<file path="config.mk">
export PLATFORM = sky130hd
export DESIGN_NAME = clic_ctrl
export DESIGN_NICKNAME = d
export VERILOG_FILES = /design/src/rtl/clic_ctrl.sv
export SDC_FILE = /design/constraint.sdc
export NUM_CORES = 2
export LEC_CHECK = 0
export ABC_AREA = 1
export BUFFER_PORTS_ARGS = -buffer_cell sky130_fd_sc_hd__buf_2
export CORE_MARGIN = 1.5
export CORE_UTILIZATION = 66
export CTS_BUF_LIST = sky130_fd_sc_hd__clkbuf_8
export CTS_CLUSTER_DIAMETER = 40
export DETAILED_ROUTE_END_ITERATION = 6
export PLACE_DENSITY = 0.84
export SETUP_SLACK_MARGIN = 0.2
export SYNTH_ARGS = -nofsm -noshare
export SYNTH_HDL_FRONTEND = slang
export SYNTH_SLANG_ARGS = --single-unit
</file>
<file path="constraint.sdc">
create_clock -name clock -period 109 [get_ports clock]
set_input_delay 32.7 -clock clock [delete_from_list [all_inputs] [get_ports clock]]
set_output_delay 32.7 -clock clock [all_outputs]
set_load 0.1 [all_outputs]
</file>
<file path="src/rtl/clic_ctrl.sv">
// Core-local interrupt controller: synchronised interrupt inputs, per-id pending/enable/attr/ctl
// registers on a single-cycle slave bus, and a registered level/priority arbiter feeding the core.
module clic_ctrl #(
  parameter int unsigned NUM_IRQ     = 64,
  parameter int unsigned CTL_BITS    = 4,
  parameter int unsigned SYNC_STAGES = 2
) (
  input  logic               clock,
  input  logic               reset,
  input  logic               clic_valid,
  input  logic [31:0]        clic_addr,
  input  logic [31:0]        clic_wdata,
  input  logic [3:0]         clic_wstrb,
  output logic [31:0]        clic_rdata,
  output logic               clic_ready,
  input  logic [NUM_IRQ-1:0] clic_irpt,
  input  logic               clic_claim,
  input  logic [11:0]        clic_claim_id,
  output logic               clic_meip,
  output logic [11:0]        clic_meid,
  output logic [7:0]         clic_mlevel,
  output logic               clic_shv
);

  localparam int unsigned IDX_W    = (NUM_IRQ > 1) ? $clog2(NUM_IRQ) : 1;
  localparam logic [7:0]  CTL_LOW  = 8'((1 << (8 - CTL_BITS)) - 1);
  localparam logic [7:0]  CTL_MASK = ~CTL_LOW;
  localparam logic [31:0] INT_BASE = 32'h0000_1000;

  // Input synchroniser chain (bypassed when the lines are already synchronous)
  logic [NUM_IRQ-1:0] irq_s;

  generate
    if (SYNC_STAGES == 0) begin : g_nosync
      assign irq_s = clic_irpt;
    end else begin : g_sync
      logic [NUM_IRQ-1:0] sync_q [SYNC_STAGES];
      always_ff @(posedge clock or posedge reset) begin
        if (reset) begin
          for (int k = 0; k < SYNC_STAGES; k++) sync_q[k] <= '0;
        end else begin
          sync_q[0] <= clic_irpt;
          for (int k = 1; k < SYNC_STAGES; k++) sync_q[k] <= sync_q[k-1];
        end
      end
      assign irq_s = sync_q[SYNC_STAGES-1];
    end
  endgenerate

  logic [NUM_IRQ-1:0] irq_p_q;
  logic [NUM_IRQ-1:0] ip_q, ip_d;
  logic [NUM_IRQ-1:0] ie_q;
  logic [NUM_IRQ-1:0] hv_q;
  logic [1:0]         trig_q [NUM_IRQ];
  logic [7:0]         ctl_q  [NUM_IRQ];
  logic [3:0]         nlbits_q;
  logic [7:0]         thresh_q;

  logic               ready_q;
  logic [31:0]        rdata_q;
  logic               meip_q;
  logic [11:0]        meid_q;
  logic [7:0]         mlevel_q;
  logic               mshv_q;

  // Address decode
  logic [31:0]      off;
  logic             int_hit;
  logic [IDX_W-1:0] idx;
  logic             wr_en;

  assign off     = clic_addr - INT_BASE;
  assign int_hit = (clic_addr >= INT_BASE) && (off[1:0] == 2'b00) && (off[31:2] < 30'(NUM_IRQ));
  assign idx     = off[IDX_W+1:2];
  assign wr_en   = clic_valid && (clic_wstrb != 4'b0000);

  logic [NUM_IRQ-1:0] int_sel;
  logic [NUM_IRQ-1:0] claim_sel;
  logic [NUM_IRQ-1:0] edge_det;

  always_comb begin
    int_sel   = '0;
    claim_sel = '0;
    edge_det  = '0;
    for (int i = 0; i < NUM_IRQ; i++) begin
      int_sel[i]   = wr_en && int_hit && (idx == IDX_W'(i));
      claim_sel[i] = clic_claim && (clic_claim_id == 12'(i)) && (i != 0);
      edge_det[i]  = trig_q[i][1] ? (~irq_s[i] & irq_p_q[i]) : (irq_s[i] & ~irq_p_q[i]);
    end
  end

  // Pending next state: level ids track the line; edge ids apply write < claim < edge
  always_comb begin
    ip_d = ip_q;
    for (int i = 0; i < NUM_IRQ; i++) begin
      if (!trig_q[i][0]) begin
        ip_d[i] = irq_s[i] ^ trig_q[i][1];
      end else begin
        if (int_sel[i] && clic_wstrb[0]) ip_d[i] = clic_wdata[0];
        if (claim_sel[i])                ip_d[i] = 1'b0;
        if (edge_det[i])                 ip_d[i] = 1'b1;
      end
    end
  end

  always_ff @(posedge clock or posedge reset) begin
    if (reset) begin
      irq_p_q  <= '0;
      ip_q     <= '0;
      ie_q     <= '0;
      hv_q     <= '0;
      nlbits_q <= '0;
      thresh_q <= '0;
      for (int i = 0; i < NUM_IRQ; i++) begin
        trig_q[i] <= '0;
        ctl_q[i]  <= '0;
      end
    end else begin
      irq_p_q <= irq_s;
      ip_q    <= ip_d;
      for (int i = 0; i < NUM_IRQ; i++) begin
        if (int_sel[i]) begin
          if (clic_wstrb[1]) ie_q[i] <= clic_wdata[8];
          if (clic_wstrb[2]) begin
            hv_q[i]   <= clic_wdata[16];
            trig_q[i] <= clic_wdata[18:17];
          end
          if (clic_wstrb[3]) ctl_q[i] <= clic_wdata[31:24] & CTL_MASK;
        end
      end
      if (wr_en && clic_wstrb[0] && (clic_addr == 32'h0000_0000)) begin
        nlbits_q <= (clic_wdata[4:1] > 4'd8) ? 4'd8 : clic_wdata[4:1];
      end
      if (wr_en && clic_wstrb[0] && (clic_addr == 32'h0000_0008)) begin
        thresh_q <= clic_wdata[7:0];
      end
    end
  end

  // Read mux returns pre-write contents
  logic [31:0] rd_data;

  always_comb begin
    rd_data = '0;
    if (clic_addr == 32'h0000_0000) begin
      rd_data = {27'b0, nlbits_q, 1'b0};
    end else if (clic_addr == 32'h0000_0004) begin
      rd_data = {7'b0, 4'(CTL_BITS), 8'b0, 13'(NUM_IRQ)};
    end else if (clic_addr == 32'h0000_0008) begin
      rd_data = {24'b0, thresh_q};
    end else if (int_hit) begin
      rd_data = {ctl_q[idx] | CTL_LOW, 5'b0, trig_q[idx], hv_q[idx],
                 7'b0, ie_q[idx], 7'b0, ip_q[idx]};
    end
  end

  // Sort key: {level, prio} split of the effective control value at nlbits n
  function automatic logic [15:0] arb_key(input logic [7:0] ctl, input logic [3:0] n);
    logic [7:0] eff;
    logic [7:0] lvl;
    logic [7:0] pri;
    eff = ctl | CTL_LOW;
    lvl = eff | (8'hFF >> n);
    pri = (eff << n) | ~(8'hFF << n);
    return {lvl, pri};
  endfunction

  logic        win_found;
  logic [15:0] win_key;
  logic [15:0] cand_key;
  logic [11:0] win_id;
  logic        win_shv;
  logic        meip_d;

  // Strict compare in ascending id order keeps the lowest id on ties
  always_comb begin
    win_found = 1'b0;
    win_key   = '0;
    cand_key  = '0;
    win_id    = '0;
    win_shv   = 1'b0;
    for (int i = 1; i < NUM_IRQ; i++) begin
      if (ip_q[i] && ie_q[i]) begin
        cand_key = arb_key(ctl_q[i], nlbits_q);
        if (!win_found || (cand_key > win_key)) begin
          win_found = 1'b1;
          win_key   = cand_key;
          win_id    = 12'(i);
          win_shv   = hv_q[i];
        end
      end
    end
    meip_d = win_found && (win_key[15:8] > thresh_q);
  end

  always_ff @(posedge clock or posedge reset) begin
    if (reset) begin
      ready_q  <= 1'b0;
      rdata_q  <= '0;
      meip_q   <= 1'b0;
      meid_q   <= '0;
      mlevel_q <= '0;
      mshv_q   <= 1'b0;
    end else begin
      ready_q  <= clic_valid;
      rdata_q  <= (clic_valid && (clic_wstrb == 4'b0000)) ? rd_data : '0;
      meip_q   <= meip_d;
      meid_q   <= meip_d ? win_id : '0;
      mlevel_q <= meip_d ? win_key[15:8] : '0;
      mshv_q   <= meip_d && win_shv;
    end
  end

  logic unused_wdata;
  assign unused_wdata = ^{clic_wdata[15:9], clic_wdata[23:19]};

  assign clic_ready  = ready_q;
  assign clic_rdata  = rdata_q;
  assign clic_meip   = meip_q;
  assign clic_meid   = meid_q;
  assign clic_mlevel = mlevel_q;
  assign clic_shv    = mshv_q;

endmodule

</file>
==> summary.txt <==
Clocking
  • Clock latency on the worst-skew pair: between 800 and 900 ps
  • Max H-tree Level: 4
  • CTS root buf: clkbuf_8
  • Clock Sinks: 812
  • CTS max path bufs: 3
  • Total CTS buffers: approximately 140
  • Cts hold-fix bufs: 0
  • Worst-path clk slew: 70 ps
  • CTS tree: done

Yosys
  • Synth Warn #: 0
  • Synth Flop Type: dfrtp_1
  • FF+latch count, synth: 812
  • Post-synth EDFFs: 0
  • Top cells by area, synth: dfrtp_1 33%, nand2_1 13%, ha_1 10%, o21ai_0 7.7%, nand3_1 7.6%
  • Synth Instances: between 8000 and 9000
  • Sequential area share after synthesis: 32.7%
  • Post-synth top area cell: dfrtp_1
  • Most frequent cell after synthesis: nand2_1
  • Post-Syn Area per Cell: 7.07 sq um
  • Post-Syn Area: 62100 sq um
  • Share of the synthesized area in the top cell type: 32.7%
  • Synth async-reset ratio: 100%
  • Unique cell type count in the Yosys netlist: 70
  • List of most frequent post-synthesis cells: 2196 x nand2_1, 950 x o21ai_0, 943 x nand3_1, 936 x inv_1, 812 x dfrtp_1

Floorplan
  • DIE AREA: 96000 sq um
  • Starting Density: 66.6%
  • Core area: 93300 sq um
  • IO Count: 203
  • Die width: 310 um
  • Die height: ~310 um
  • Row count: between 100 and 150

Routing
  • Final wirelength: 248000 um
  • 1st-iter DRT viols: between 10000 and 15000
  • Post-route ant nets: 0
  • Vias: 68300
  • DRT Pass-1 Iters: 7
  • Vias per cell: 6.64
  • Residual DRC count: 11
  • DR WL/cell: 24.1 um

Worst setup path
  • Critical path startpoint category: flip-flop
  • CP max FO: 22
  • Critical path required time: 109740 ps
  • Worst Path Arrival: 102170 ps
  • Worst Setup End Kind: flip-flop
  • CP peak stage delay: 420 ps
  • CP endpoint: clic_shv
  • R2R Setup Slk: between 7000 and 8000 ps
  • Worst setup path category: reg2reg
  • Critical path's slowest cell: dfrtp_2
  • Reg2Reg Depth: 742
  • Worst R2R End: clic_shv
  • Worst setup path startpoint: nlbits_q[1]
  • CP most frequent cell: nand2_1
  • R2r startpoint: nlbits_q[1]

Status
  • Failing checks: DRC
  • Outcome: finished, violations left

GRT
  • Vias in the first global route: approximately 63000
  • First-pass GRT wire length: 365000 um
  • Gr usage total: around 50%
  • Pin count of the biggest net entering global routing: 180
  • Initial antenna violation count: 12
  • Overflow after GRT: 0

Power
  • LEAKAGE: 34.4 nW
  • Max VDD drop: 0.0000208 V
  • Power Density: a little under 10 nW/um^2

Timing
  • Fin. max-slew vios: 0
  • Minimum clock period: approximately 100000 ps
  • Final Skew: 61.0 ps
  • Final Hold Slack: 346 ps
  • Slew Limit Headroom: 8.87%
  • Fmax achieved: 9.86 MHz
  • Sum Neg Setup Slack: 0 ps
  • Slew @ Worst Pin: 1360 ps
  • Fin. Hold Viols: 0
  • Final cycle utilization of the critical path: 93.1%
  • Final setup viols: 0

Final layout
  • Share of cells above drive strength 1: 11.2%
  • # nets final: 9569
  • Layout area overhead: 10.1%

Job
  • Max_cap viols: 0

Place
  • Placer Congestion: 1.08
  • Number of I/O port buffers: 169
  • Final HPWL DP: ~170000 um

Worst hold path
  • Hold_sp: g_sync.sync_q[118]
  • Hold crit path type: reg2reg
sequential cells by signal, indices dropped and copies added, names as in the netlist, 18 cells and up:
name / flops
clic_rdata: 18
ctl_q: 256
g_sync.sync_q: 64
hv_q: 64
ie_q: 64
ip_q: 64
irq_p_q: 64
irq_s: 64
trig_q: 128
report_power, final:
group | switching, mW | internal [mW]
clock | 0.145 | 0.158
sequential | 0.00430 | 0.306
combinational | 0.0372 | 0.00967
total | 0.186 | 0.474
timing repair:
| action | 4_1_cts | 5_1_grt |
|---|---|---|
| setup buffers | 0 | 90 |
| cloned | 1 | 11 |
| pin swaps | 1 | 27 |
| gates resized for setup | 4 | 170 |
| setup endpoints to repair | 13 | 13 |
layout make-up:
class,instances,area [sq um]
fill,7387,24900
antenna,6,15.0
clock inverter,86,738
inverter,1015,3990
clock buffer,167,2300
sequential,812,20300
multi-input combinational,6557,36900
tap,1254,1570
timing repair inverter,7,42.5
timing repair buffer,381,2570
cells by family (layout without fill, tap and decap cells):
group | after synthesis | count (layout) | share of synthesized area (%)
other | 1 | 23 | 0.00604
multiplexers | 118 | 118 | 2.01
buffers and inverters | 1437 | 1656 | 8.87
AO/OA/AOI/OAI | 2083 | 2083 | 19.4
AND/OR/NAND/NOR | 3827 | 3832 | 26.8
adder cells (fa/ha/maj) | 504 | 504 | 10.2
XOR/XNOR | 3 | 3 | 0.0423
flip-flops | 812 | 812 | 32.7
how the worst min path moves through the flow:
stage                endpoint  slack (ps)  cells after the start
CTS                 irq_s[41]         350                      0
floorplan            irq_s[0]         330                      0
detailed placement  irq_s[21]         330                      0
global route        irq_s[54]         350                      0
global placement    irq_s[42]         330                      0
finish              irq_s[54]         350                      0
cell usage in the layout, fill, tap and decap left out, types with 29 or more instances in the layout:
master,instances
a22oi_1,72
or2_2,84
o221ai_1,50
buf_4,195
nor2_2,31
o22ai_1,293
nor2_1,304
dfrtp_1,810
o21a_1,29
clkbuf_8,167
o211ai_1,108
o21ai_0,937
inv_1,933
nand3_1,938
a21oi_1,384
buf_2,168
mux2_2,54
mux2i_1,64
inv_2,57
nand4_1,96
nor3b_1,55
clkinvlp_4,36
ha_1,504
nand2_1,2172
nor2_4,44
worst max-delay path, delay by kind of cell, from the launching register on:
kind            cells  cell delay, ps
flops               1             420
buf+inv           147           16830
compound gates    305           44110
simple gates      384           41490
fa+ha+maj          78           21620
metrics by stage:
step	util (%)	cells	cell area, sq um	setup WS, ps	power [mW]
floorplan	-	8801	62200	12540	0.340
global placement	68.7	9924	64100	1310	0.357
detailed placement	68.7	9924	64100	17.6	0.359
CTS	71.9	10200	67100	238	0.655
global route	73.3	10300	68400	-605	0.673
finish	73.3	10300	68400	7570	0.661
per-layer routing:
metal | GRT usage (%) | vias to the layer above | wire length [um]
met5 | 0 | - | 146
met4 | 30.8 | 16 | 17700
met3 | 19.7 | 1129 | 42000
met2 | 68.9 | 5584 | 96500
met1 | 66.6 | 31200 | 91500
li1 | - | 30400 | -
(Power assumes the default switching activity.)
